--- config.mk ---
export PLATFORM = sky130hd
export DESIGN_NAME = kcc_tape_loader
export DESIGN_NICKNAME = d
export VERILOG_FILES = /design/src/rtl/kc_pkg.sv /design/src/rtl/kcc_hdr_parse.sv /design/src/rtl/kcc_tape_loader.sv
export SDC_FILE = /design/constraint.sdc
export NUM_CORES = 1
export LEC_CHECK = 0
export ABC_AREA = 0
export BUFFER_PORTS_ARGS = -buffer_cell sky130_fd_sc_hd__buf_2
export CORE_MARGIN = 4
export CORE_UTILIZATION = 30
export DETAILED_ROUTE_END_ITERATION = 6
export PLACE_DENSITY_LB_ADDON = 0.05
export SETUP_SLACK_MARGIN = 0.4
export SLEW_MARGIN = 10
export SYNTH_ARGS = -nofsm -noshare
export SYNTH_HDL_FRONTEND = slang
export SYNTH_SLANG_ARGS = --single-unit
--- constraint.sdc ---
create_clock -name clk_sys -period 3.8 [get_ports clk_sys]
set_input_delay 0.19 -clock clk_sys [delete_from_list [all_inputs] [get_ports clk_sys]]
set_output_delay 0.19 -clock clk_sys [all_outputs]
set_load 0.03 [all_outputs]
--- src/rtl/kc_pkg.sv ---
// Shared types and constants for the KCC tape loader: FSM states and header field offsets.
package kc_pkg;

    typedef enum logic [2:0] {
        ST_IDLE,
        ST_HOLD,
        ST_HEADER,
        ST_DATA,
        ST_WRITE,
        ST_FINISH,
        ST_ERR
    } state_t;

    localparam int HDR_LEN_DEF = 128;

    localparam int OFS_ARGS  = 16;
    localparam int OFS_LOAD  = 17;
    localparam int OFS_END   = 19;
    localparam int OFS_START = 21;

    // Bytes 16..22 are the only header bytes the loader cares about.
    localparam int HDR_FIELDS = OFS_START + 2 - OFS_ARGS;

endpackage

--- src/rtl/kcc_hdr_parse.sv ---
// Captures the KCC header fields (args, load, end, start) from the ioctl byte stream
// and validates them when the last header byte arrives.
module kcc_hdr_parse
    import kc_pkg::*;
(
    input  logic        clk_sys,
    input  logic        reset,
    input  logic        clear,
    input  logic        capture,
    input  logic        check,
    input  logic [24:0] addr,
    input  logic [7:0]  data,
    output logic        hdr_good,
    output logic        hdr_valid,
    output logic [7:0]  args,
    output logic [15:0] load_addr,
    output logic [15:0] end_addr,
    output logic [15:0] start_addr
);

    logic [HDR_FIELDS-1:0][7:0] field;
    logic                       hdr_valid_reg;

    for (genvar gi = 0; gi < HDR_FIELDS; gi++) begin : g_field
        logic [7:0] byte_reg;

        always_ff @(posedge clk_sys) begin
            if (reset || clear) begin
                byte_reg <= 8'h00;
            end else if (capture && addr == 25'(OFS_ARGS + gi)) begin
                byte_reg <= data;
            end
        end

        assign field[gi] = byte_reg;
    end

    assign args       = field[0];
    assign load_addr  = {field[OFS_LOAD  - OFS_ARGS + 1], field[OFS_LOAD  - OFS_ARGS]};
    assign end_addr   = {field[OFS_END   - OFS_ARGS + 1], field[OFS_END   - OFS_ARGS]};
    assign start_addr = {field[OFS_START - OFS_ARGS + 1], field[OFS_START - OFS_ARGS]};

    // End address is exclusive, so an empty range is rejected as well.
    assign hdr_good = (args >= 8'd2) && (end_addr > load_addr);

    always_ff @(posedge clk_sys) begin
        if (reset || clear) begin
            hdr_valid_reg <= 1'b0;
        end else if (check && hdr_good) begin
            hdr_valid_reg <= 1'b1;
        end
    end

    assign hdr_valid = hdr_valid_reg;

endmodule

--- src/rtl/kcc_tape_loader.sv ---
// Streams a KCC tape image from the HPS ioctl download into KC85/4 RAM while the Z80
// is held off the bus, and reports the autostart entry point when the load completes.
module kcc_tape_loader
    import kc_pkg::*;
#(
    parameter int HDR_LEN     = HDR_LEN_DEF,
    parameter int ACK_TIMEOUT = 1023
) (
    input  logic        clk_sys,
    input  logic        reset,
    input  logic        ioctl_download,
    input  logic        ioctl_wr,
    input  logic [24:0] ioctl_addr,
    input  logic [7:0]  ioctl_dout,
    output logic        ioctl_wait,
    output logic        cpu_busrq,
    input  logic        cpu_busak,
    output logic        mem_req,
    input  logic        mem_ack,
    output logic [15:0] mem_addr,
    output logic [7:0]  mem_data,
    output logic        load_done,
    output logic        autostart,
    output logic [15:0] start_addr,
    output logic        load_err,
    output logic        busy
);

    localparam int                TMR_W    = $clog2(ACK_TIMEOUT + 2);
    localparam logic [TMR_W-1:0]  TMR_MAX  = TMR_W'(ACK_TIMEOUT);
    localparam logic [24:0]       LAST_HDR = 25'(HDR_LEN - 1);

    state_t             state_reg;
    logic               dl_prev_reg;
    logic [TMR_W-1:0]   timer_reg;
    logic [15:0]        cur_addr_reg;
    logic               wait_reg;
    logic               busrq_reg;
    logic               mem_req_reg;
    logic [15:0]        mem_addr_reg;
    logic [7:0]         mem_data_reg;
    logic               load_done_reg;
    logic               autostart_reg;
    logic [15:0]        start_addr_reg;
    logic               load_err_reg;
    logic               busy_reg;

    logic               dl_rise;
    logic               hdr_capture;
    logic               hdr_check;
    logic               hdr_clear;
    logic               hdr_good;
    logic               hdr_valid;
    logic [7:0]         hdr_args;
    logic [15:0]        hdr_load;
    logic [15:0]        hdr_end;
    logic [15:0]        hdr_start;

    assign dl_rise     = ioctl_download && !dl_prev_reg;
    assign hdr_clear   = (state_reg == ST_IDLE) && dl_rise;
    assign hdr_capture = ioctl_wr && (state_reg == ST_HEADER);
    assign hdr_check   = hdr_capture && (ioctl_addr == LAST_HDR);

    kcc_hdr_parse u_hdr_parse (
        .clk_sys    (clk_sys),
        .reset      (reset),
        .clear      (hdr_clear),
        .capture    (hdr_capture),
        .check      (hdr_check),
        .addr       (ioctl_addr),
        .data       (ioctl_dout),
        .hdr_good   (hdr_good),
        .hdr_valid  (hdr_valid),
        .args       (hdr_args),
        .load_addr  (hdr_load),
        .end_addr   (hdr_end),
        .start_addr (hdr_start)
    );

    always_ff @(posedge clk_sys) begin
        if (reset) begin
            state_reg      <= ST_IDLE;
            dl_prev_reg    <= 1'b0;
            timer_reg      <= '0;
            cur_addr_reg   <= 16'h0000;
            wait_reg       <= 1'b0;
            busrq_reg      <= 1'b0;
            mem_req_reg    <= 1'b0;
            mem_addr_reg   <= 16'h0000;
            mem_data_reg   <= 8'h00;
            load_done_reg  <= 1'b0;
            autostart_reg  <= 1'b0;
            start_addr_reg <= 16'h0000;
            load_err_reg   <= 1'b0;
            busy_reg       <= 1'b0;
        end else begin
            dl_prev_reg   <= ioctl_download;
            load_done_reg <= 1'b0;

            case (state_reg)
                ST_IDLE: begin
                    if (dl_rise) begin
                        load_err_reg <= 1'b0;
                        busrq_reg    <= 1'b1;
                        wait_reg     <= 1'b1;
                        busy_reg     <= 1'b1;
                        timer_reg    <= '0;
                        state_reg    <= ST_HOLD;
                    end
                end

                ST_HOLD: begin
                    if (cpu_busak) begin
                        wait_reg  <= 1'b0;
                        state_reg <= ST_HEADER;
                    end else if (!ioctl_download || timer_reg > TMR_MAX) begin
                        state_reg <= ST_ERR;
                    end else begin
                        timer_reg <= timer_reg + 1'b1;
                    end
                end

                ST_HEADER: begin
                    // A byte arriving with the download fall is handled before the fall.
                    if (hdr_check) begin
                        if (hdr_good) begin
                            cur_addr_reg <= hdr_load;
                            state_reg    <= ioctl_download ? ST_DATA : ST_FINISH;
                        end else begin
                            state_reg <= ST_ERR;
                        end
                    end else if (!ioctl_download) begin
                        state_reg <= ST_ERR;
                    end
                end

                ST_DATA: begin
                    if (ioctl_wr && cur_addr_reg < hdr_end) begin
                        mem_addr_reg <= cur_addr_reg;
                        mem_data_reg <= ioctl_dout;
                        mem_req_reg  <= 1'b1;
                        wait_reg     <= 1'b1;
                        timer_reg    <= '0;
                        state_reg    <= ST_WRITE;
                    end else if (!ioctl_download) begin
                        state_reg <= ST_FINISH;
                    end
                end

                ST_WRITE: begin
                    if (mem_ack) begin
                        mem_req_reg  <= 1'b0;
                        cur_addr_reg <= cur_addr_reg + 16'd1;
                        wait_reg     <= 1'b0;
                        state_reg    <= ioctl_download ? ST_DATA : ST_FINISH;
                    end else if (timer_reg > TMR_MAX) begin
                        state_reg <= ST_ERR;
                    end else begin
                        timer_reg <= timer_reg + 1'b1;
                    end
                end

                ST_FINISH: begin
                    busrq_reg <= 1'b0;
                    busy_reg  <= 1'b0;
                    if (hdr_valid) begin
                        load_done_reg  <= 1'b1;
                        start_addr_reg <= hdr_start;
                        autostart_reg  <= (hdr_args >= 8'd3);
                    end
                    state_reg <= ST_IDLE;
                end

                ST_ERR: begin
                    // Remaining ioctl_wr strobes fall through here unused.
                    load_err_reg <= 1'b1;
                    busrq_reg    <= 1'b0;
                    wait_reg     <= 1'b0;
                    mem_req_reg  <= 1'b0;
                    busy_reg     <= 1'b0;
                    if (!ioctl_download) begin
                        state_reg <= ST_IDLE;
                    end
                end

                default: state_reg <= ST_IDLE;
            endcase
        end
    end

    // Bus request is released in the same cycle reset is raised.
    assign cpu_busrq  = busrq_reg && !reset;
    assign ioctl_wait = wait_reg;
    assign mem_req    = mem_req_reg;
    assign mem_addr   = mem_addr_reg;
    assign mem_data   = mem_data_reg;
    assign load_done  = load_done_reg;
    assign autostart  = autostart_reg;
    assign start_addr = start_addr_reg;
    assign load_err   = load_err_reg;
    assign busy       = busy_reg;

endmodule

==> tab_implementation.tex <==
\begin{tabular}{lr}
\hline
Metric & Value \\
\hline
\multicolumn{2}{l}{\textbf{Status}} \\
Result of the run & finished, violations left \\
Violated checks & design-rule violations \\
\multicolumn{2}{l}{\textbf{Finish}} \\
Commonest non-fill, non-tap cell in the layout & dfxtp\_1 \\
Number of nets in the final layout & 919 \\
Highest-count cells in the layout ignoring fill and taps & dfxtp\_1 (134), nor2\_1 (104), nand2\_1 (90), buf\_2 (85), mux2i\_1 (73) \\
Fraction of final layout cells sized beyond drive strength 1 & 16.6\% \\
Fill count & 2244 \\
Antenna Diode Count & 0 \\
Flip-flop count of the largest register, all copies and words added & 48 \\
Area overhead of the layout relative to synthesis & 18.7\% \\
\multicolumn{2}{l}{\textbf{Clock network}} \\
Num CTS Buffers & 17 \\
Resized Gates After CTS & 0 \\
Sink Count & 134 \\
CTS max path bufs & 2 \\
Number of setup buffers added after CTS & 0 \\
Clock tree from TritonCTS & yes \\
Cell at the root of the clock tree & clkbuf\_16 \\
Post-cts hold buffer count & 0 \\
Clock latency of the later-clocked register in the worst-skew pair & 0.42 ns \\
Worst-path clk slew & 0.07 ns \\
H-tree level count & 4 \\
\multicolumn{2}{l}{\textbf{Pwr}} \\
Leakage power summed over all cells & 3.32 nW \\
Tot Pwr & 3.89 mW \\
Power Dens Cells & 497 nW/um\^{}2 \\
Maximum vdd drop & 305 uV \\
\multicolumn{2}{l}{\textbf{Timing}} \\
Setup repair after global routing missed its margin & false \\
Fin. max-slew vios & 0 \\
Normalized max-slew margin & 45.2\% \\
Post-Route Skew & 0.0123 ns \\
Number of failing setup endpoints in the final timing report & 0 \\
Least-Margin Pin Slew & 0.819 ns \\
Min cycle time layout & 2.85 ns \\
Number of hold violations in the final report & 0 \\
Maximum clock rate & 0.351 GHz \\
Portion of the clock cycle consumed by the worst path in the final layout & 75.0\% \\
Worst Setup Slack, final & 0.948 ns \\
Setup\_tns & 0 ns \\
\multicolumn{2}{l}{\textbf{Worst setup path}} \\
Critical path peak fanout & 11 \\
Kind of end point of the critical path & register \\
Reg2reg setup slack & 0.95 ns \\
Cell depth of the worst flop-to-flop path & 9 \\
Startpoint of the worst setup timing path & u\_hdr\_parse.g\_field[3].byte\_reg[2]\$\_SDFFE\_PP0P\_ \\
Startpoint of the worst register-to-register path & u\_hdr\_parse.g\_field[3].byte\_reg[2]\$\_SDFFE\_PP0P\_ \\
Worst setup path endpoint & timer\_reg[10]\$\_SDFFE\_PP0P\_ \\
Required time of the worst setup path & 4.12 ns \\
Critical Path Start Type & register \\
Critical Path AT & 3.17 ns \\
Worst Path Class, Setup & reg -> reg \\
Capture instance of the worst register-to-register path & timer\_reg[10]\$\_SDFFE\_PP0P\_ \\
\multicolumn{2}{l}{\textbf{Drt}} \\
Final ANT Viol Nets & 0 \\
Vias per inst & 5.02 \\
Number of remaining DRC errors & 2 \\
Drt pass-1 iters & 7 \\
Vias & 5693 \\
Routed length per instance & 17.2 um \\
Total wire length after detailed routing & 19500 um \\
Drt first-iter violations & 359 \\
\multicolumn{2}{l}{\textbf{Global routing}} \\
Largest net degree at the start of global routing & 58 \\
Vias in the first global route & 5407 \\
Total global routing track utilization & 16.2\% \\
Overall overflow remaining after global route & 0 \\
Initial antenna violation count & 1 \\
Global-route wire length before repair & 30900 um \\
\multicolumn{2}{l}{\textbf{Synthesis}} \\
Post-synth EDFFs & 0 \\
Count of mapped cells out of synthesis & 782 \\
Sequential area share after synthesis & 40.7\% \\
Fraction of registers with async set or reset after synthesis & 0\% \\
Mapped Nets & 854 \\
Ys flop type & dfxtp\_1 \\
Flops \& latches, synth & 134 \\
Syn Std Cell Area & 6590 sq um \\
Number of distinct standard cells referenced by the synthesized netlist & 61 \\
Count of yosys warnings during synthesis & 0 \\
Avg Inst Size Synth & 8.43 sq um \\
\multicolumn{2}{l}{\textbf{Floorplanning}} \\
Die W & 156 um \\
Die extent in y & 156 um \\
Starting Density & 31.0\% \\
Area of the die & 24400 sq um \\
FP Rows & 53 \\
Top Ports & 86 \\
Standard cell core area & 21300 sq um \\
\multicolumn{2}{l}{\textbf{Placed design}} \\
Placer's final routability congestion estimate & 0.808 \\
HPWL after detailed placement & 14000 um \\
Setup slack at placement & 0.933 ns \\
Number of buffers added on ports & 85 \\
\multicolumn{2}{l}{\textbf{Min path}} \\
Worst min path class & in -> reg \\
\multicolumn{2}{l}{\textbf{Run}} \\
Max cap viols & 0 \\
\hline
\end{tabular}
[through the flow]
stage | cells | util [%] | cell area [sq um] | hold WS (ns)
2_1_floorplan | 782 | - | 6590 | 0.421
3_3_place_gp | 1103 | 33.9 | 7220 | 0.443
3_5_place_dp | 1103 | 33.9 | 7220 | 0.449
4_1_cts | 1135 | 36.7 | 7820 | 0.125
5_1_grt | 1135 | 36.7 | 7820 | 0.130
6_report | 1135 | 36.7 | 7820 | 0.126
[Yosys cell counts (9+ instances only)]
master | count | area, sq um
a21oi_1 | 70 | 350
nor3_1 | 12 | 60.1
ha_1 | 33 | 413
o21ai_0 | 21 | 105
mux2i_1 | 73 | 731
and3_1 | 10 | 62.6
dfxtp_1 | 134 | 2680
inv_1 | 40 | 150
buf_2 | 9 | 45.0
nand2_1 | 90 | 338
nand3_1 | 20 | 100
nand2b_1 | 11 | 68.8
clkbuf_1 | 35 | 131
nor2_1 | 104 | 390
[worst min path at each step]
stage                                               startpoint                                         endpoint  slack (ns)  depth (start not counted)
2_1_floorplan                                          mem_ack                    cur_addr_reg[11]$_SDFFE_PP0P_        0.42                          2
3_3_place_gp   u_hdr_parse.g_field[1].byte_reg[7]$_SDFFE_PP0P_  u_hdr_parse.g_field[1].byte_reg[7]$_SDFFE_PP0P_        0.44                          2
3_5_place_dp                       start_addr[15]$_SDFFE_PP0P_                      start_addr[15]$_SDFFE_PP0P_        0.45                          2
4_1_cts                                         ioctl_download                           dl_prev_reg$_SDFF_PP0_        0.13                          2
5_1_grt                                         ioctl_download                           dl_prev_reg$_SDFF_PP0_        0.13                          2
6_report                                         ioctl_dout[0]  u_hdr_parse.g_field[1].byte_reg[0]$_SDFFE_PP0P_        0.13                          3
[power by group]
part	switching (mW)	total, mW	internal (mW)
clock	0.694	1.70	1.00
sequential	0.0862	1.52	1.44
combinational	0.447	0.674	0.227
[metal layers]
metal	GRT usage [%]	vias to the layer above	share of wire [%]
met2	24.9	118	45
li1	-	2861	-
met4	3.68	2	0.97
met1	23.6	2695	50
met3	3.33	17	3.9
met5	0	-	0.036
[cells by family after synthesis]
family / after synthesis / share of synthesized area (%)
simple gates: 301 / 21.4
compound gates: 154 / 15.2
flops: 134 / 40.7
buf+inv: 86 / 5.13
mux: 74 / 11.3
fa+ha+maj: 33 / 6.27
[worst max-delay path, cell delays in order (launching register included)]
cell	delay, ns
dfxtp_1	0.37
inv_1	0.06
ha_1	0.28
a211oi_1	0.23
o21ai_0	0.13
a21oi_1	0.35
o211ai_1	0.27
nor2_1	0.61
nand4_1	0.17
a221oi_1	0.28
[layout make-up]
type                    count  area, sq um  share of cell area [%]
multi-input cells         562         3570                    45.6
inverters                  41          154                    1.97
clock inverters            14          163                    2.08
well taps                 275          344                    4.40
flip-flops and latches    134         2680                    34.3
repair buffers             91          470                    6.02
clock buffers              18          439                    5.62
No activity file was read; power rests on OpenSTA's default activity.
